**config.mk**
```make
export PLATFORM = sky130hd
export DESIGN_NAME = ldpc_ram_arb_flat
export DESIGN_NICKNAME = d
export VERILOG_FILES = /design/src/rtl/ldpc_ram_arb_if.sv /design/src/rtl/ldpc_ram_arb.sv /design/src/flat_wrapper.sv
export SDC_FILE = /design/constraint.sdc
export NUM_CORES = 1
export LEC_CHECK = 0
export ABC_AREA = 1
export ABC_CLOCK_PERIOD_IN_PS = 3300
export CAP_MARGIN = 40
export CELL_PAD_IN_SITES_DETAIL_PLACEMENT = 1
export CELL_PAD_IN_SITES_GLOBAL_PLACEMENT = 2
export CORE_MARGIN = 5
export CORE_UTILIZATION = 18
export DETAILED_ROUTE_END_ITERATION = 7
export PLACE_DENSITY_LB_ADDON = 0.15
export SLEW_MARGIN = 20
export SYNTH_ARGS = -nofsm -noshare
export SYNTH_HDL_FRONTEND = slang
export SYNTH_SLANG_ARGS = --single-unit
```
**constraint.sdc**
```tcl
create_clock -name clk -period 3.3 [get_ports clk]
set_input_delay 0.66 -clock clk [delete_from_list [all_inputs] [get_ports clk]]
set_output_delay 0.66 -clock clk [all_outputs]
set_load 0.03 [all_outputs]
```
**src/rtl/ldpc_ram_arb_if.sv**
```systemverilog
// Request/grant bus between the LDPC RAM clients, the arbiter and the shared RAM port.
// The arbiter connects through the slave modport; the clients and RAM use master/mem.
interface ldpc_ram_arb_if #(
    parameter int unsigned ADDR_W = 8,
    parameter int unsigned DATA_W = 7
);
    logic              wr_req;
    logic [ADDR_W-1:0] wr_addr;
    logic [DATA_W-1:0] wr_data;
    logic              wr_gnt;
    logic [1:0]        rd_req;
    logic [ADDR_W-1:0] rd_addr0;
    logic [ADDR_W-1:0] rd_addr1;
    logic [1:0]        rd_gnt;
    logic              rd_valid;
    logic              rd_id;
    logic [DATA_W-1:0] rd_data;
    logic [ADDR_W-1:0] ram_addr;
    logic              ram_wren;
    logic [DATA_W-1:0] ram_din;
    logic [DATA_W-1:0] ram_dout;

    modport slave (
        input  wr_req, wr_addr, wr_data, rd_req, rd_addr0, rd_addr1, ram_dout,
        output wr_gnt, rd_gnt, rd_valid, rd_id, rd_data, ram_addr, ram_wren, ram_din
    );

    modport master (
        output wr_req, wr_addr, wr_data, rd_req, rd_addr0, rd_addr1,
        input  wr_gnt, rd_gnt, rd_valid, rd_id, rd_data
    );

    modport mem (
        input  ram_addr, ram_wren, ram_din,
        output ram_dout
    );
endinterface

```
**src/rtl/ldpc_ram_arb.sv**
```systemverilog
// Shares one single-port LDPC RAM between a writer and two readers, one access per cycle,
// with tagged read return and blocking of reads that would race the RAM's delayed write.
module ldpc_ram_arb #(
    parameter int unsigned ADDR_W   = 8,
    parameter int unsigned DATA_W   = 7,
    parameter int unsigned WR_PRIO  = 1,
    parameter int unsigned MAX_WAIT = 4
) (
    input logic               clk,
    input logic               reset,
    ldpc_ram_arb_if.slave     bus
);
    localparam logic [3:0] MaxWait = 4'(MAX_WAIT);

    typedef enum logic [1:0] {GntNone, GntRd0, GntRd1, GntWr} gnt_e;

    logic              r_last_wr_valid;
    logic [ADDR_W-1:0] r_last_wr_addr;
    logic              r_rr_ptr;
    logic [3:0]        r_wait_cnt;
    logic              r_rd_valid;
    logic              r_rd_id;

    logic [1:0] w_elig;
    logic       w_any_elig;
    logic       w_rd_pick;
    logic       w_wr_win;
    logic       w_rd_gnt;
    gnt_e       w_gnt;

    always_comb begin
        // The RAM commits a write one edge late, so a read of that address must wait a cycle.
        w_elig[0]  = bus.rd_req[0] & ~(r_last_wr_valid & (bus.rd_addr0 == r_last_wr_addr));
        w_elig[1]  = bus.rd_req[1] & ~(r_last_wr_valid & (bus.rd_addr1 == r_last_wr_addr));
        w_any_elig = |w_elig;
        w_rd_pick  = (&w_elig) ? r_rr_ptr : w_elig[1];

        if (WR_PRIO != 0) begin
            w_wr_win = bus.wr_req & ~(w_any_elig & (r_wait_cnt == MaxWait));
        end else begin
            w_wr_win = bus.wr_req & ~w_any_elig;
        end

        w_gnt = GntNone;
        if (!reset) begin
            if (w_wr_win) begin
                w_gnt = GntWr;
            end else if (w_any_elig) begin
                w_gnt = w_rd_pick ? GntRd1 : GntRd0;
            end
        end
        w_rd_gnt = (w_gnt == GntRd0) || (w_gnt == GntRd1);
    end

    always_comb begin
        bus.wr_gnt   = 1'b0;
        bus.rd_gnt   = 2'b00;
        bus.ram_addr = '0;
        bus.ram_wren = 1'b0;
        bus.ram_din  = {DATA_W{1'b0}};
        unique case (w_gnt)
            GntWr: begin
                bus.wr_gnt   = 1'b1;
                bus.ram_addr = bus.wr_addr;
                bus.ram_din  = bus.wr_data;
                bus.ram_wren = 1'b1;
            end
            GntRd0: begin
                bus.rd_gnt   = 2'b01;
                bus.ram_addr = bus.rd_addr0;
            end
            GntRd1: begin
                bus.rd_gnt   = 2'b10;
                bus.ram_addr = bus.rd_addr1;
            end
            default: ;
        endcase
        bus.rd_valid = r_rd_valid;
        bus.rd_id    = r_rd_id;
        bus.rd_data  = bus.ram_dout;
    end

    always_ff @(posedge clk) begin
        if (reset) begin
            r_last_wr_valid <= 1'b0;
            r_last_wr_addr  <= '0;
            r_rr_ptr        <= 1'b0;
            r_wait_cnt      <= 4'd0;
            r_rd_valid      <= 1'b0;
            r_rd_id         <= 1'b0;
        end else begin
            r_last_wr_valid <= (w_gnt == GntWr);
            r_last_wr_addr  <= bus.wr_addr;
            r_rd_valid      <= w_rd_gnt;
            r_rd_id         <= (w_gnt == GntRd1);
            if (w_rd_gnt) begin
                r_rr_ptr   <= (w_gnt == GntRd0);
                r_wait_cnt <= 4'd0;
            end else if ((w_gnt == GntWr) && w_any_elig && (r_wait_cnt != MaxWait)) begin
                r_wait_cnt <= r_wait_cnt + 4'd1;
            end
        end
    end
endmodule

```
**src/flat_wrapper.sv**
```systemverilog
// flat-port wrapper written by rule: the top's interface ports become plain ports
module ldpc_ram_arb_flat 
#(
    parameter int unsigned ADDR_W   = 8,
    parameter int unsigned DATA_W   = 7,
    parameter int unsigned WR_PRIO  = 1,
    parameter int unsigned MAX_WAIT = 4
)
  (clk, reset, bus_wr_req, bus_wr_addr, bus_wr_data, bus_rd_req, bus_rd_addr0, bus_rd_addr1, bus_ram_dout, bus_wr_gnt, bus_rd_gnt, bus_rd_valid, bus_rd_id, bus_rd_data, bus_ram_addr, bus_ram_wren, bus_ram_din);
  ldpc_ram_arb_if #(.ADDR_W(ADDR_W), .DATA_W(DATA_W)) bus_i ();
  input logic clk;
  input logic reset;
  input wire logic [$bits(bus_i.wr_req)-1:0] bus_wr_req;
  input wire logic [$bits(bus_i.wr_addr)-1:0] bus_wr_addr;
  input wire logic [$bits(bus_i.wr_data)-1:0] bus_wr_data;
  input wire logic [$bits(bus_i.rd_req)-1:0] bus_rd_req;
  input wire logic [$bits(bus_i.rd_addr0)-1:0] bus_rd_addr0;
  input wire logic [$bits(bus_i.rd_addr1)-1:0] bus_rd_addr1;
  input wire logic [$bits(bus_i.ram_dout)-1:0] bus_ram_dout;
  output wire logic [$bits(bus_i.wr_gnt)-1:0] bus_wr_gnt;
  output wire logic [$bits(bus_i.rd_gnt)-1:0] bus_rd_gnt;
  output wire logic [$bits(bus_i.rd_valid)-1:0] bus_rd_valid;
  output wire logic [$bits(bus_i.rd_id)-1:0] bus_rd_id;
  output wire logic [$bits(bus_i.rd_data)-1:0] bus_rd_data;
  output wire logic [$bits(bus_i.ram_addr)-1:0] bus_ram_addr;
  output wire logic [$bits(bus_i.ram_wren)-1:0] bus_ram_wren;
  output wire logic [$bits(bus_i.ram_din)-1:0] bus_ram_din;
  assign bus_i.wr_req = bus_wr_req;
  assign bus_i.wr_addr = bus_wr_addr;
  assign bus_i.wr_data = bus_wr_data;
  assign bus_i.rd_req = bus_rd_req;
  assign bus_i.rd_addr0 = bus_rd_addr0;
  assign bus_i.rd_addr1 = bus_rd_addr1;
  assign bus_i.ram_dout = bus_ram_dout;
  assign bus_wr_gnt = bus_i.wr_gnt;
  assign bus_rd_gnt = bus_i.rd_gnt;
  assign bus_rd_valid = bus_i.rd_valid;
  assign bus_rd_id = bus_i.rd_id;
  assign bus_rd_data = bus_i.rd_data;
  assign bus_ram_addr = bus_i.ram_addr;
  assign bus_ram_wren = bus_i.ram_wren;
  assign bus_ram_din = bus_i.ram_din;
  ldpc_ram_arb #(.ADDR_W(ADDR_W), .DATA_W(DATA_W), .WR_PRIO(WR_PRIO), .MAX_WAIT(MAX_WAIT)) u_core (.clk(clk), .reset(reset), .bus(bus_i));
endmodule
```
==> flow_metrics.env, run 1 <==
export IMPL_drc=0
export IMPL_final_cell_mix="52 x nand2_1, 48 x buf_4, 40 x inv_1, 21 x clkdlybuf4s50_1"
export IMPL_place_area_sq_mm=0.00213
export IMPL_synth_seq_area_share=0.243
export IMPL_cpPeakStageDelay_ns=0.50
export IMPL_syn_cell_area_sq_mm=0.00132
export IMPL_cts_buffer_depth=2
export IMPL_hold_path_class="flip-flop to flip-flop"
export IMPL_vias_per_cell=3.92
export IMPL_clk_latency_ns=0.25
export IMPL_pwr_density_cell_mw_per_mm2=258
export IMPL_internal_power_uw=426
export IMPL_cts_sinks=16
export IMPL_cp_max_fo=3
export IMPL_r2r_setup_slack_ns=0.73
export IMPL_path_buf_inv=5
export IMPL_placed_cells=394
export IMPL_crit_family="buffers and inverters"
export IMPL_max_slew_worst_pin_slew_ns=0.409
export IMPL_rows=31
export IMPL_num_io_pins=71
export IMPL_grt_max_degree=10
export IMPL_final_area_sq_mm=0.00251
export IMPL_initial_core_util=0.184
export IMPL_grt_use_met1=0.128
export IMPL_met3_usage=0.0292
export IMPL_grt_overflow_total=0
export IMPL_ys_ff_latch=16
export IMPL_ys_types=24
export IMPL_finalHoldViolations=0
export IMPL_clkTransAtPathRegs_ns=0.07
export IMPL_dieWidth_um=95.6
export IMPL_cp_common_cell="buf_6"
export IMPL_grt_pass1_wl_um=7870
export IMPL_ir_drop_mv=0.0935
export IMPL_cp_end_kind="primary output"
export IMPL_nets=360
export IMPL_track_usage=0.111
export IMPL_worst_setup_path_type="input port to primary output"
export IMPL_gp_congestion=0.739
export IMPL_start_kind="input port"
export IMPL_synth_async_reset_ratio=0
export IMPL_max_freq_mhz=309
export IMPL_cp_arrival_ns=2.58
export IMPL_p_leak_uw=0.00128
export IMPL_dp_hpwl_um=3820
export IMPL_p_comb_frac=0.440
export IMPL_switching_share=0.341
export IMPL_finalCritPeriodShare=0.981
export IMPL_final_common_cell="nand2_1"
export IMPL_cap_violations=0
export IMPL_whs_ns=0.468
export IMPL_slew_headroom=0.727
export IMPL_die_y_um=95.6
export IMPL_synthCells=221
export IMPL_h_tree_depth=1
export IMPL_layout_min_cycle_time_ns=3.24
export IMPL_rsz0062_at_grt="true"
export IMPL_cts_made_buffers=3
export IMPL_hold_buffers=0
export IMPL_slowest_stage="clkdlybuf4s50_1"
export IMPL_die_area_sq_mm=0.00913
export IMPL_cts_tree="yes"
export IMPL_busiest_layer="met2"
export IMPL_wirelength_um=4960
export IMPL_synthesis_yosys_warnings=0
export IMPL_wl_per_cell_um=12.2
export IMPL_antenna_left=0
export IMPL_clkPwrFrac=0.237
export IMPL_switching_power_uw=220
export IMPL_cp_required_ns=2.64
export IMPL_status="finished, final reports clean"
export IMPL_syn_nets=272
export IMPL_seqPwrFrac=0.324
export IMPL_layout_drive_gt1_share=0.479
export IMPL_vias=1590
export IMPL_finClkSkew_ns=0.00148
export IMPL_firstDrtPassIters=4
export IMPL_portBuffers=56
export IMPL_final_cells=406
export IMPL_nFillCells=884
export IMPL_area_growth_pct=90.3
export IMPL_core_area_sq_mm=0.00718
export IMPL_drt_iter0_markers=24
export IMPL_fin_util=0.349
export IMPL_synth_flop_cell="dfxtp_1"
export IMPL_cts_root_buf="clkbuf_8"
export IMPL_n_antenna_cell=0
export IMPL_setup_violations=0
export IMPL_globalRouteMet2Util=0.204
export IMPL_synth_edf_count=0
export IMPL_avgSynthCellArea_sq_um=5.96
export IMPL_grt_pass1_vias=1715
export IMPL_maxSlewViolCount=0
export IMPL_antenna_found_initial=0
export IMPL_cp_cell_sequence="clkdlybuf4s50_1, nand2_2, o21bai_2, a21oi_4, ha_4, clkinvlp_4, buf_6, o221ai_2, nand2_1, inv_2, buf_6"
-- power by group through the flow --
stage	combinational, uW	sequential [uW]	clock, uW
2_1_floorplan	121	214	0
3_3_place_gp	239	212	0
3_5_place_dp	238	212	0
4_1_cts	267	208	160
5_1_grt	310	210	171
6_report	284	209	153
-- flip-flops by register name, indices dropped and copies added (netlist names) --
signal,cells
u_core.bus.rd_valid,1
u_core.r_last_wr_valid,1
u_core.r_rr_ptr,1
u_core.r_last_wr_addr,8
u_core.r_wait_cnt,4
u_core.bus.rd_id,1
-- kinds of logic after synthesis --
family,share of synthesized area
simple gates,0.333
buf+inv,0.226
compound gates,0.102
flops,0.243
fa+ha+maj,0.0760
xor+xnor,0.0199
-- timing repair --
item	CTS	global route
gates resized for setup	95	65
pin swaps	39	30
setup buffers	7	2
endpoints found under the hold margin	0	0
endpoints found under the setup margin	19	15
-- layout make-up --
class | instances | area, sq um | area share
Clock buffer | 3 | 41.3 | 0.0165
Tap cell | 99 | 124 | 0.0494
Timing Repair Buffer | 95 | 876 | 0.349
Inverter | 58 | 229 | 0.0913
Multi-Input combinational cell | 135 | 915 | 0.365
Sequential cell | 16 | 323 | 0.129
-- tightest hold or removal path, stage by stage (launching register included) --
cell	delay (ns)
dfxtp_1	0.31
nand2_1	0.06
a21oi_1	0.05
-- per-layer routing --
metal	routed length, um	vias to the layer above
met5	0	-
met1	2090	730
met3	267	4
met4	48	0
li1	-	822
met2	2550	34
-- per-stage QoR --
step	TNS [ns]	total power [uW]	worst slack [ns]
floorplan	0	335	0.00218
global placement	-4.24	451	-0.427
detailed placement	-5.19	450	-0.474
CTS	0	635	0.00274
global route	-0.127	691	-0.0467
finish	0	646	0.0627
-- worst paths after layout --
| kind | from | to | cells past startpoint |
|---|---|---|---|
| max | bus_rd_req[0] | bus_ram_addr[0] | 11 |
| max reg2reg | u_core.r_last_wr_addr[3] | u_core.r_wait_cnt[3] | 18 |
| min | u_core.r_wait_cnt[3] | u_core.r_wait_cnt[3] | 2 |
| min reg2reg | u_core.r_wait_cnt[3] | u_core.r_wait_cnt[3] | 2 |
-- cell usage after synthesis (all sizes together), types with 2 or more instances --
library cell,instances,area share
nand2,75,0.23
inv,58,0.17
dfxtp,16,0.24
nor2,15,0.043
buf,11,0.058
nand3,10,0.038
a21oi,8,0.030
ha,8,0.076
o221ai,7,0.047
nor3,3,0.019
o21ai,2,0.0076
o21bai,2,0.011
xnor2,2,0.013
(Power assumes the default switching activity.)
==> inputs of run 2 (changes only) <==
--- a/config.mk
+++ b/config.mk
@@ -10,6 +10,7 @@
 export CAP_MARGIN = 40
 export CELL_PAD_IN_SITES_DETAIL_PLACEMENT = 1
 export CELL_PAD_IN_SITES_GLOBAL_PLACEMENT = 2
+export CORE_ASPECT_RATIO = 1.1
 export CORE_MARGIN = 5
 export CORE_UTILIZATION = 18
 export DETAILED_ROUTE_END_ITERATION = 7
==> constraint.sdc (replaced) <==
create_clock -name clk -period 3.3 [get_ports clk]
set_input_delay 0.33 -clock clk [delete_from_list [all_inputs] [get_ports clk]]
set_output_delay 0.33 -clock clk [all_outputs]
set_load 0.03 [all_outputs]
==> flow_metrics.env, run 2 (synthesis gave the netlist of run 1 again) <==
export IMPL_cp_max_fo=7
export IMPL_path_buf_inv=5
export IMPL_slew_headroom=0.745
export IMPL_worst_setup_path_type="input port to primary output"
export IMPL_antenna_found_initial=0
export IMPL_vias_per_cell=3.98
export IMPL_final_common_cell="nand2_1"
export IMPL_holdCritStartpoint="u_core.r_wait_cnt[3]"
export IMPL_grt_overflow_total=0
export IMPL_hold_path_class="flip-flop to flip-flop"
export IMPL_num_io_pins=71
export IMPL_final_setup_worst_slack_ns=0.213
export IMPL_hold_end="u_core.r_wait_cnt[3]"
export IMPL_r2r_start="u_core.r_last_wr_addr[1]"
export IMPL_clk_latency_ns=0.25
export IMPL_cts_tree="yes"
export IMPL_cp_arrival_ns=2.76
export IMPL_setup_violations=0
export IMPL_max_slew_worst_pin_slew_ns=0.381
export IMPL_firstDrtPassIters=4
export IMPL_cp_end_kind="primary output"
export IMPL_cp_cell_sequence="clkdlybuf4s50_1, inv_1, a21oi_1, nand3_1, nor2_1, nand2_1, nand2_2, nand2_4, nand2_2, nand2_4, a21oi_4, ha_4, clkinvlp_4, o221ai_2, nand2_1, inv_1, buf_4"
export IMPL_start_kind="input port"
export IMPL_pwr_density_cell_mw_per_mm2=295
export IMPL_place_ws_ns=0.0873
export IMPL_area_growth_pct=56.9
export IMPL_ir_drop_mv=0.129
export IMPL_maxSlewViolCount=0
export IMPL_die_area_sq_mm=0.00913
export IMPL_max_freq_mhz=324
export IMPL_final_cell_mix="69 x nand2_1, 54 x inv_1, 38 x clkdlybuf4s50_1, 20 x buf_4, 16 x dfxtp_1"
export IMPL_core_area_sq_mm=0.00709
export IMPL_reg2reg_depth=16
export IMPL_clkTransAtPathRegs_ns=0.07
export IMPL_cts_made_buffers=3
export IMPL_grt_pass1_vias=1567
export IMPL_dp_hpwl_um=3720
export IMPL_largest_registers="u_core.r_last_wr_addr x8, u_core.r_wait_cnt x4"
export IMPL_status="finished, final reports clean"
export IMPL_cts_sinks=16
export IMPL_cp_required_ns=2.97
export IMPL_rows=32
export IMPL_top_register="u_core.r_last_wr_addr"
export IMPL_largest_reg_flops=8
export IMPL_grt_pass1_wl_um=7470
export IMPL_r2r_end="u_core.r_wait_cnt[1]"
export IMPL_wl_per_cell_um=12.8
export IMPL_cts_root_buf="clkbuf_8"
export IMPL_place_area_sq_mm=0.00191
export IMPL_n_antenna_cell=0
export IMPL_crit_family="buffers and inverters"
export IMPL_slowest_stage="clkdlybuf4s50_1"
export IMPL_nFillCells=907
export IMPL_min_path_cells=2
export IMPL_drc=0
export IMPL_cts_buffer_depth=2
export IMPL_vias=1437
export IMPL_r2r_setup_slack_ns=0.71
export IMPL_dieWidth_um=91.6
export IMPL_finalHoldViolations=0
export IMPL_portBuffers=56
export IMPL_final_area_sq_mm=0.00207
export IMPL_track_usage=0.101
export IMPL_gp_congestion=0.730
export IMPL_finalCritPeriodShare=0.935
export IMPL_drt_iter0_markers=32
export IMPL_finClkSkew_ns=0.00374
export IMPL_h_tree_depth=1
export IMPL_layout_drive_gt1_share=0.174
export IMPL_initial_core_util=0.186
export IMPL_grt_max_degree=11
export IMPL_nets=328
export IMPL_antenna_left=0
export IMPL_cpPeakStageDelay_ns=0.49
export IMPL_layout_min_cycle_time_ns=3.09
export IMPL_p_leak_uw=0.00108
export IMPL_die_y_um=99.7
export IMPL_cap_violations=0
export IMPL_wirelength_um=4620
run 2: repair_timing:
action,in CTS,in global routing
hold buffers,0,0
resized for setup,0,19
setup buffers,0,1
endpoints found under the setup margin,0,10
run 2: through the flow:
step	setup TNS, ns	util	std cells	total power [uW]	hold slack (ns)
3_3_place_gp	0	0.270	355	423	0.452
3_5_place_dp	0	0.270	355	422	0.454
2_1_floorplan	0	-	221	334	0.413
6_report	0	0.292	361	610	0.461
4_1_cts	0	0.278	359	612	0.466
5_1_grt	-0.0388	0.292	361	651	0.483
run 2: routing by layer:
layer  up-vias  global-route usage  share of wire
met5         -                   0              0
met3         2              0.0219          0.056
met4         0              0.0267         0.0041
met1       644               0.130           0.47
li1        758                   -              -
met2        33               0.170           0.47
run 2: worst max path at each step:
stage                                  start               to  slack [ns]  cells after the start
global placement             bus_rd_addr1[3]  bus_ram_addr[4]        0.13                     17
global route                 bus_rd_addr1[7]  bus_ram_addr[3]       -0.02                     17
detailed placement           bus_rd_addr1[3]  bus_ram_addr[0]        0.09                     17
CTS                          bus_rd_addr1[3]  bus_ram_addr[0]        0.08                     17
finish                       bus_rd_addr1[7]  bus_ram_addr[2]        0.21                     17
floorplan           u_core.r_last_wr_addr[1]  bus_ram_addr[0]        0.53                     17
run 2: power by group:
| part | internal, uW | switching, uW |
|---|---|---|
| clock network | 106 | 74.5 |
| registers | 202 | 5.30 |
| logic | 100 | 122 |
| total | 408 | 202 |
run 2: cell type report:
class / count / area, sq um / share of cell area
inverter: 58 / 221 / 0.107
tap: 85 / 106 / 0.0515
clock buffer: 4 / 55.1 / 0.0266
timing repair buffer: 62 / 586 / 0.283
timing repair inverter: 1 / 7.51 / 0.00363
sequential: 16 / 320 / 0.155
multi-input combinational: 135 / 771 / 0.373
run 2: worst reg2reg max path: stages, from the launching register on:
cell and delay (ns):
dfxtp_1 0.38, inv_2 0.05, nand2_1 0.05, nand3_1 0.10
nor3_2 0.22, nand2_1 0.10, nand2_2 0.12, nand2_4 0.09
nand2_2 0.08, nand2_4 0.08, a21oi_4 0.21, ha_4 0.20
clkinvlp_4 0.15, buf_4 0.17, nor2_1 0.23, nand3_1 0.13
a21oi_1 0.16
==> inputs of run 3 (changes only) <==
--- a/config.mk
+++ b/config.mk
@@ -6,14 +6,15 @@
 export NUM_CORES = 1
 export LEC_CHECK = 0
 export ABC_AREA = 1
-export ABC_CLOCK_PERIOD_IN_PS = 3300
+export ABC_CLOCK_PERIOD_IN_PS = 3900
 export CAP_MARGIN = 40
 export CELL_PAD_IN_SITES_DETAIL_PLACEMENT = 1
 export CELL_PAD_IN_SITES_GLOBAL_PLACEMENT = 2
 export CORE_ASPECT_RATIO = 1.1
 export CORE_MARGIN = 5
-export CORE_UTILIZATION = 18
+export CORE_UTILIZATION = 20
 export DETAILED_ROUTE_END_ITERATION = 7
+export HOLD_SLACK_MARGIN = 0.1
 export PLACE_DENSITY_LB_ADDON = 0.15
 export SLEW_MARGIN = 20
 export SYNTH_ARGS = -nofsm -noshare
==> constraint.sdc (replaced) <==
create_clock -name clk -period 3.9 [get_ports clk]
set_input_delay 0.39 -clock clk [delete_from_list [all_inputs] [get_ports clk]]
set_output_delay 0.39 -clock clk [all_outputs]
set_load 0.03 [all_outputs]
==> flow_metrics.env, run 3 (synthesis gave the netlist of run 1 again) <==
export IMPL_cp_common_cell="nand2_1"
export IMPL_firstDrtPassIters=4
export IMPL_dieWidth_um=87.4
export IMPL_grt_pass1_wl_um=6980
export IMPL_rsz0062_at_grt="false"
export IMPL_switching_power_uw=163
export IMPL_worst_setup_path_type="input port to primary output"
export IMPL_die_area_sq_mm=0.00831
export IMPL_switching_share=0.325
export IMPL_path_buf_inv=6
export IMPL_maxSlewViolCount=0
export IMPL_cts_root_buf="clkbuf_8"
export IMPL_portBuffers=56
export IMPL_hold_buffers=0
export IMPL_finalSetupTns_ns=0
export IMPL_p_comb_frac=0.344
export IMPL_multi_input_area_sq_um=699
export IMPL_grt_overflow_total=0
export IMPL_final_cell_mix="69 x nand2_1, 57 x inv_1, 48 x clkdlybuf4s50_1, 16 x dfxtp_1, 15 x nor2_1"
export IMPL_final_common_cell="nand2_1"
export IMPL_wirelength_um=4330
export IMPL_clk_latency_ns=0.25
export IMPL_p_leak_uw=0.00102
export IMPL_total_power_uw=501
export IMPL_place_area_sq_mm=0.00191
export IMPL_cp_max_fo=7
export IMPL_cpPeakStageDelay_ns=0.66
export IMPL_max_slew_worst_pin_slew_ns=0.505
export IMPL_finClkSkew_ns=0.00441
export IMPL_setup_violations=0
export IMPL_register_area_sq_um=320
export IMPL_post_cts_setup_buffers=0
export IMPL_final_cells=353
export IMPL_placed_cells=349
export IMPL_num_io_pins=71
export IMPL_clkPwrFrac=0.307
export IMPL_core_area_sq_mm=0.00652
export IMPL_antenna_left=0
export IMPL_rows=31
export IMPL_grt_max_degree=12
export IMPL_h_tree_depth=1
export IMPL_vias_per_cell=3.98
export IMPL_layout_min_cycle_time_ns=3.56
export IMPL_drc=0
export IMPL_cts_sinks=16
export IMPL_n_antenna_cell=0
export IMPL_dp_hpwl_um=3530
export IMPL_cts_buffer_depth=2
export IMPL_grt_pass1_vias=1479
export IMPL_drt_iter0_markers=25
export IMPL_wl_per_cell_um=12.3
export IMPL_track_usage=0.108
export IMPL_top_register="u_core.r_last_wr_addr"
export IMPL_cp_required_ns=3.51
export IMPL_gp_congestion=0.740
export IMPL_cp_cell_sequence="clkdlybuf4s50_1, inv_1, nand2_1, nand2_1, inv_1, nand3_1, nor2_1, nand2_1, nand2_2, nand2_4, nand2_2, nand2_2, a21oi_1, ha_1, buf_4, nand2_1, inv_1, clkdlybuf4s50_1"
export IMPL_pwr_density_cell_mw_per_mm2=255
export IMPL_internal_power_uw=339
export IMPL_cap_violations=0
export IMPL_antenna_found_initial=0
export IMPL_slew_headroom=0.663
export IMPL_die_y_um=95.1
export IMPL_initial_core_util=0.202
export IMPL_max_freq_mhz=281
export IMPL_clkTransAtPathRegs_ns=0.07
export IMPL_finalCritPeriodShare=0.912
export IMPL_largest_reg_flops=8
export IMPL_cts_resized=0
export IMPL_layout_drive_gt1_share=0.0849
export IMPL_seqPwrFrac=0.349
export IMPL_cp_arrival_ns=3.17
export IMPL_crit_family="buffers and inverters"
export IMPL_cts_tree="yes"
export IMPL_area_growth_pct=49.0
export IMPL_largest_registers="u_core.r_last_wr_addr x8, u_core.r_wait_cnt x4"
export IMPL_start_kind="input port"
export IMPL_status="finished, final reports clean"
export IMPL_nets=323
export IMPL_finalHoldViolations=0
export IMPL_hold_path_class="flip-flop to flip-flop"
export IMPL_vias=1405
export IMPL_whs_ns=0.466
export IMPL_nFillCells=849
export IMPL_cts_made_buffers=3
export IMPL_slowest_stage="clkdlybuf4s50_1"
export IMPL_final_area_sq_mm=0.00196
export IMPL_ir_drop_mv=0.125
export IMPL_cp_end_kind="primary output"
run 3: final timing paths:
check | startpoint | to | slack [ns] | depth (start not counted)
worst max register to register | u_core.r_last_wr_addr[7] | u_core.r_wait_cnt[0] | 1.23 | 18
worst min register to register | u_core.r_wait_cnt[3] | u_core.r_wait_cnt[3] | 0.47 | 2
worst max-delay path | bus_rd_addr1[5] | bus_ram_din[2] | 0.34 | 18
worst min-delay path | u_core.r_wait_cnt[3] | u_core.r_wait_cnt[3] | 0.47 | 2
run 3: metrics by stage:
stage | util | setup WS, ns
floorplan | - | 1.02
global placement | 0.293 | 0.300
detailed placement | 0.293 | 0.271
CTS | 0.301 | 0.266
global route | 0.301 | 0.0456
finish | 0.301 | 0.344
run 3: layer usage:
metal	share of wire	wire length [um]	GRT usage	vias to the layer above
met5	0	0	0	-
met4	0.0051	22	0.0192	0
met3	0.060	260	0.0242	2
li1	-	-	-	747
met2	0.49	2120	0.190	30
met1	0.44	1920	0.135	626
run 3: layout make-up:
class	instances	share of cell area
flip-flops and latches	16	0.163
repair buffers	58	0.289
well taps	82	0.0523
multi-input cells	135	0.356
clock buffers	4	0.0280
inverters	58	0.111
run 3: power groups by stage:
stage | clock network, uW | logic, uW | registers (uW)
global route | 168 | 191 | 176
CTS | 162 | 177 | 175
finish | 154 | 172 | 175
floorplan | 0 | 102 | 181
global placement | 0 | 178 | 179
detailed placement | 0 | 176 | 179
run 3: worst register-to-register path, delay by kind of cell (launching register included):
| kind | cells | cell delay, ns |
|---|---|---|
| DFF | 1 | 0.36 |
| buffers and inverters | 3 | 0.38 |
| adders and majority gates | 1 | 0.29 |
| and+or+nand+nor | 12 | 1.19 |
| AOI/OAI and AO/OA | 2 | 0.33 |
==> RTL change 1, RTL diff (config.mk and constraints of run 2) <==
Take the reset off `r_last_wr_addr` and load it in a clocked block of its own.
--- a/src/rtl/ldpc_ram_arb.sv
+++ b/src/rtl/ldpc_ram_arb.sv
@@ -83,14 +83,12 @@
     always_ff @(posedge clk) begin
         if (reset) begin
             r_last_wr_valid <= 1'b0;
-            r_last_wr_addr  <= '0;
             r_rr_ptr        <= 1'b0;
             r_wait_cnt      <= 4'd0;
             r_rd_valid      <= 1'b0;
             r_rd_id         <= 1'b0;
         end else begin
             r_last_wr_valid <= (w_gnt == GntWr);
-            r_last_wr_addr  <= bus.wr_addr;
             r_rd_valid      <= w_rd_gnt;
             r_rd_id         <= (w_gnt == GntRd1);
             if (w_rd_gnt) begin
@@ -101,5 +99,9 @@
             end
         end
     end
+
+    always_ff @(posedge clk) begin
+        r_last_wr_addr <= bus.wr_addr;
+    end
 endmodule
 
Check against the original RTL: same outputs for any inputs over 10 cycles, from zero or initial values and one cycle with reset high; that may be too few to reach the edited logic, so the function may still have changed.
==> RTL change 1 against run 2 <==
- design area is 6.7% lower
- via count is 7.2% lower
- routed wire length is 4.6% lower
- final cell count is 3.9% lower
- sequential cell count stayed put
- highest routed layer unchanged
- largest cell class unchanged
- non-clock buffer count is 2 lower
- power is 6.8% lower
- setup slack better by 0.034 ns
- synthesized area is 3.1% lower
- clock power is 12% lower
- critical path type unchanged
- utilization is 1.5 points lower
==> RTL change 1: results (changes against run 2) <==
stage,metric,value,unit,change
grt,grt_util_met1,0.121,,was 0.130
yosys,yosysWarnings,0,,unchanged
power,irDropWorstVdd,0.123,mV,was 0.129 mV
cts,htree_levels,1,,unchanged
cts,clock_latency,0.25,ns,about the same
placement,dp_hpwl,3740,um,was 3720 um
placement,gp_congestion,0.754,,was 0.730
grt,globalRouteMet2Util,0.180,,was 0.170
min_path,min_path_type,reg2reg,,unchanged
yosys,syn_avg_cell_area,6.08,um2,was 5.96 um2
placement,portBuffers,56,,unchanged
routing,first_iter_violations,39,,was 32
yosys,syn_nets,261,,was 272
yosys,yosys-top-cells-area,"dfxtp_1 25%, nand2_1 22%, inv_1 12%, ha_1 7.8%, buf_4 4.7%",,"was dfxtp_1 24%, nand2_1 20%, inv_1 16%, ha_1 7.6%, buf_4 5.1%"
grt,antenna_found_initial,0,,unchanged
critical_path,worst_r2r_path_depth,18,,was 16
critical_path,critPathMaxFanout,7,,unchanged
critical_path,max_stage_delay,0.70,ns,was 0.49 ns
run_status,status,"complete, no violations",,unchanged
final_layout,reg.largest.list,"u_core.r_last_wr_addr (8), u_core.r_wait_cnt (4)",,unchanged
cts,post_cts_buffers,0,,unchanged
final_layout,drive_gt1_frac,0.168,,was 0.174
yosys,ys_seq_area_frac,0.251,,was 0.243
yosys,synth.most_common_cell,nand2_1,,unchanged
placement,dp.cells,344,,was 355
yosys,ys_types,25,,was 24
final_layout,final_util,0.277,,was 0.292
cts,cts-root-buf,clkbuf_8,,unchanged
timing,tightestPinTransition,0.405,ns,was 0.381 ns
cts,cts_resized,0,,unchanged
critical_path,cp-startpoint,bus_rd_addr0[5],,was bus_rd_addr1[7]
routing,vias_per_cell,3.84,,was 3.98
grt,use_met3,0.0277,,was 0.0219
grt,grt_start_max_net_pins,14,,was 11
critical_path,cp.arrival,2.72,ns,was 2.76 ns
min_path,hold_path_startpoint,u_core.r_rr_ptr,,was u_core.r_wait_cnt[3]
power,leakage,0.996,nW,was 1.08 nW
routing,vias,1333,,was 1437
placement,place_area,1860,um2,was 1910 um2
yosys,synth_common_cells,"75 x nand2_1, 42 x inv_1, 16 x dfxtp_1",,"was 69 x nand2_1, 57 x inv_1, 16 x dfxtp_1"
cts,cts.path.max_buffers,2,,unchanged
grt,grt_usage,0.100,,was 0.101
final_layout,finalNetCount,315,,was 328
min_path,worstHoldPathCells,2,,unchanged
routing,drt-wirelength-per-cell,12.7,um,was 12.8 um
critical_path,r2r_start,u_core.r_last_wr_addr[7],,was u_core.r_last_wr_addr[1]
grt,grt_pass1_vias,1436,,was 1567
yosys,synth_ff_type,dfxtp_1,,unchanged
final_layout,fillerInstances,897,,was 907
grt,grt_first_pass_wirelength,7150,um,was 7470 um
final_layout,num_antenna_cells,0,,unchanged
timing,fin_worst_skew,0.00114,ns,was 0.00374 ns
## RTL change 1: per-layer routing
layer | part of all wire | wire, um
met2 | 0.51 | 2240
met4 | 0.0052 | 23
met3 | 0.044 | 196
met1 | 0.44 | 1950
met5 | 0 | 0
## RTL change 1: cells by family (layout without fill, tap and decap cells)
| group | count (synthesis) | after routing | synth area share |
|---|---|---|---|
| xor gates and xnor gates | 3 | 3 | 0.0206 |
| and+or+nand+nor | 107 | 107 | 0.367 |
| adders and majority gates | 8 | 8 | 0.0784 |
| DFF | 16 | 16 | 0.251 |
| buffers and inverters | 58 | 110 | 0.195 |
| AOI/OAI and AO/OA | 18 | 18 | 0.0882 |
## RTL change 1: worst paths after layout
path / endpoint / slack [ns]
worst max register to register: u_core.r_wait_cnt[0] / 0.91
worst min-delay path: u_core.r_rr_ptr / 0.51
worst min register to register: u_core.r_rr_ptr / 0.51
worst max-delay path: bus_rd_gnt[1] / 0.25
## RTL change 1: final cells by class
cell class / instances / area share
Tap cell: 85 / 0.0552
Inverter: 47 / 0.0915
Timing Repair Buffer: 60 / 0.286
Multi-Input combinational cell: 136 / 0.380
Sequential cell: 16 / 0.166
Clock buffer: 3 / 0.0214
## RTL change 1: metrics by stage
stage,hold slack [ns],setup WS [ns],setup TNS (ns)
floorplan,0.358,0.461,0
global placement,0.497,0.112,0
detailed placement,0.501,0.129,0
CTS,0.512,0.106,0
global route,0.541,-0.00916,-0.00916
finish,0.508,0.247,0
## RTL change 1: where the power goes
part | internal [W] | switching, W
clock network | 0.0000812 | 0.0000771
logic | 0.0000915 | 0.000111
registers | 0.000202 | 0.00000545
total | 0.000374 | 0.000194
## RTL change 1: worst max-delay path: cells and delay by family
family / cells / cell delay (ns)
adders and majority gates: 1 / 0.21
and+or+nand+nor: 8 / 0.74
buffers and inverters: 3 / 1.27
AOI/OAI and AO/OA: 1 / 0.17
==> RTL change 2, RTL diff (config.mk and constraints of run 2) <==
Made on the original files. `WR_PRIO` is set to 1 in 2 places; all go to 0.
--- a/src/rtl/ldpc_ram_arb.sv
+++ b/src/rtl/ldpc_ram_arb.sv
@@ -3,7 +3,7 @@
 module ldpc_ram_arb #(
     parameter int unsigned ADDR_W   = 8,
     parameter int unsigned DATA_W   = 7,
-    parameter int unsigned WR_PRIO  = 1,
+    parameter int unsigned WR_PRIO  = 0,
     parameter int unsigned MAX_WAIT = 4
 ) (
     input logic               clk,
--- a/src/flat_wrapper.sv
+++ b/src/flat_wrapper.sv
@@ -3,7 +3,7 @@
 #(
     parameter int unsigned ADDR_W   = 8,
     parameter int unsigned DATA_W   = 7,
-    parameter int unsigned WR_PRIO  = 1,
+    parameter int unsigned WR_PRIO  = 0,
     parameter int unsigned MAX_WAIT = 4
 )
   (clk, reset, bus_wr_req, bus_wr_addr, bus_wr_data, bus_rd_req, bus_rd_addr0, bus_rd_addr1, bus_ram_dout, bus_wr_gnt, bus_rd_gnt, bus_rd_valid, bus_rd_id, bus_rd_data, bus_ram_addr, bus_ram_wren, bus_ram_din);
Check against the original RTL: not equivalent (Yosys sat finds a counterexample within 4 cycles, from zero or initial values and one cycle with reset high).
==> RTL change 2 against run 2 <==
- clock skew increased by 0.00093 ns
- power fell by 17%
- critical path type unchanged
- routed wire length is 15% lower
- sequential cell count is 4 lower
- synthesized area is 19% lower
- setup slack better by 0.028 ns
- largest power group unchanged
- synthesized cell count down 19%
- via count fell by 18%
- design area fell by 17%
==> RTL change 2: results (changes against run 2) <==
stage,metric,value,unit,change
run_status,status,"complete, no violations",,unchanged
power,leakage,0.909,nW,was 1.08 nW
timing,tightestPinTransition,0.420,ns,was 0.381 ns
grt,grt_pass1_vias,1312,,was 1567
final_layout,finalNetCount,281,,was 328
yosys,ys_types,23,,was 24
routing,vias,1183,,was 1437
critical_path,r2r_start,u_core.r_last_wr_addr[7],,was u_core.r_last_wr_addr[1]
yosys,synth_common_cells,"54 x nand2_1, 45 x inv_1, 20 x nor2_1",,"was 69 x nand2_1, 57 x inv_1, 16 x dfxtp_1"
critical_path,r2r_end,u_core.r_rr_ptr,,was u_core.r_wait_cnt[1]
yosys,ys_seq_area_frac,0.225,,was 0.243
final_layout,fillerInstances,749,,was 907
power,irDropWorstVdd,0.122,mV,was 0.129 mV
placement,dp_hpwl,3350,um,was 3720 um
routing,drt-wirelength-per-cell,12.8,um,about the same
grt,grt_usage,0.105,,was 0.101
routing,first_iter_violations,38,,was 32
final_layout,drive_gt1_frac,0.117,,was 0.174
critical_path,cp.arrival,2.73,ns,was 2.76 ns
critical_path,critPathMaxFanout,10,,was 7
min_path,hold_path_startpoint,u_core.r_rr_ptr,,was u_core.r_wait_cnt[3]
min_path,worstHoldEndpoint,u_core.r_rr_ptr,,was u_core.r_wait_cnt[3]
timing,fin_worst_skew,0.00467,ns,was 0.00374 ns
placement,place_ws,-0.0660,ns,was 0.0873 ns
critical_path,rrSetupSlack,1.36,ns,was 0.71 ns
==> RTL change 2: cell count changes in the layout (fill, tap and decap cells not counted), moves of 4 or more <==
cell,run 2,this run
nand2_1,69,54
nor2_1,15,20
buf_4,20,10
clkdlybuf4s50_1,38,47
o221ai_2,5,0
dfxtp_1,16,12
a21oi_1,6,1
inv_1,54,45
nand3_1,10,2
==> RTL change 2: final cells by class <==
type                    count  area, um2  area share
well taps                  77       96.3      0.0560
multi-input cells         109        589       0.343
repair buffers             58        558       0.324
flip-flops and latches     12        240       0.140
clock buffers               4       55.1      0.0320
inverters                  48        181       0.105
==> RTL change 2: metal layers <==
layer  vias up  global-route usage  wire (um)
li1        620                   -          -
met1       525               0.133       1790
met2        36               0.182       1910
met3         2              0.0265        209
met4         0              0.0201         19
met5         -                   0          0
==> RTL change 2: power by group <==
group	internal [W]	switching, W	total, W
clock	0.000106	0.0000597	0.000165
combinational	0.0000853	0.0000966	0.000182
sequential	0.000154	0.00000571	0.000159
total	0.000344	0.000162	0.000507
==> RTL change 2: stage by stage <==
step	cells	setup TNS, ns	area [um2]	hold slack, ns	power (W)
finish	308	0	1720	0.553	0.000507
global route	308	0	1720	0.657	0.000537
CTS	308	0	1710	0.563	0.000516
detailed placement	304	-0.374	1650	0.549	0.000346
global placement	304	-0.559	1650	0.553	0.000347
floorplan	180	0	1070	0.402	0.000270
==> RTL change 2: worst reg2reg max path: stages, from the launching register on <==
cell     delay [ns]
dfxtp_1        0.36
inv_1          0.07
nand2_1        0.06
nand2_1        0.06
inv_2          0.05
nand3_2        0.07
nor2_2         0.10
nand2_2        0.08
nand3_2        0.08
nand2_4        0.06
a21oi_2        0.25
ha_1           0.47
nor2_1         0.10
nor2_1         0.10
==> RTL change 2: how the worst max path moves through the flow <==
stage | startpoint | endpoint | slack (ns) | cells after the start
6_report | bus_rd_addr1[7] | bus_ram_din[4] | 0.24 | 13
5_1_grt | bus_rd_addr0[1] | bus_ram_addr[6] | 0.03 | 17
4_1_cts | bus_rd_addr1[7] | bus_ram_din[4] | 0.05 | 13
3_5_place_dp | bus_rd_addr1[7] | bus_ram_addr[4] | -0.07 | 15
3_3_place_gp | bus_rd_addr1[7] | bus_ram_addr[4] | -0.11 | 15
2_1_floorplan | bus_rd_addr1[7] | bus_ram_addr[0] | 0.68 | 14
==> RTL change 2: cells by family after synthesis <==
family	Yosys count	synth area share
simple gates	85	0.337
buf+inv	59	0.236
compound gates	13	0.0912
flops	12	0.225
fa+ha+maj	6	0.0702
xor+xnor	5	0.0409
==> RTL change 2: what timing repair did <==
item / 4_1_cts / 5_1_grt
setup endpoints to repair: 8 / 17
resized for setup: 1 / 3
endpoints found under the hold margin: 0 / 0
hold buffers: 0 / 0
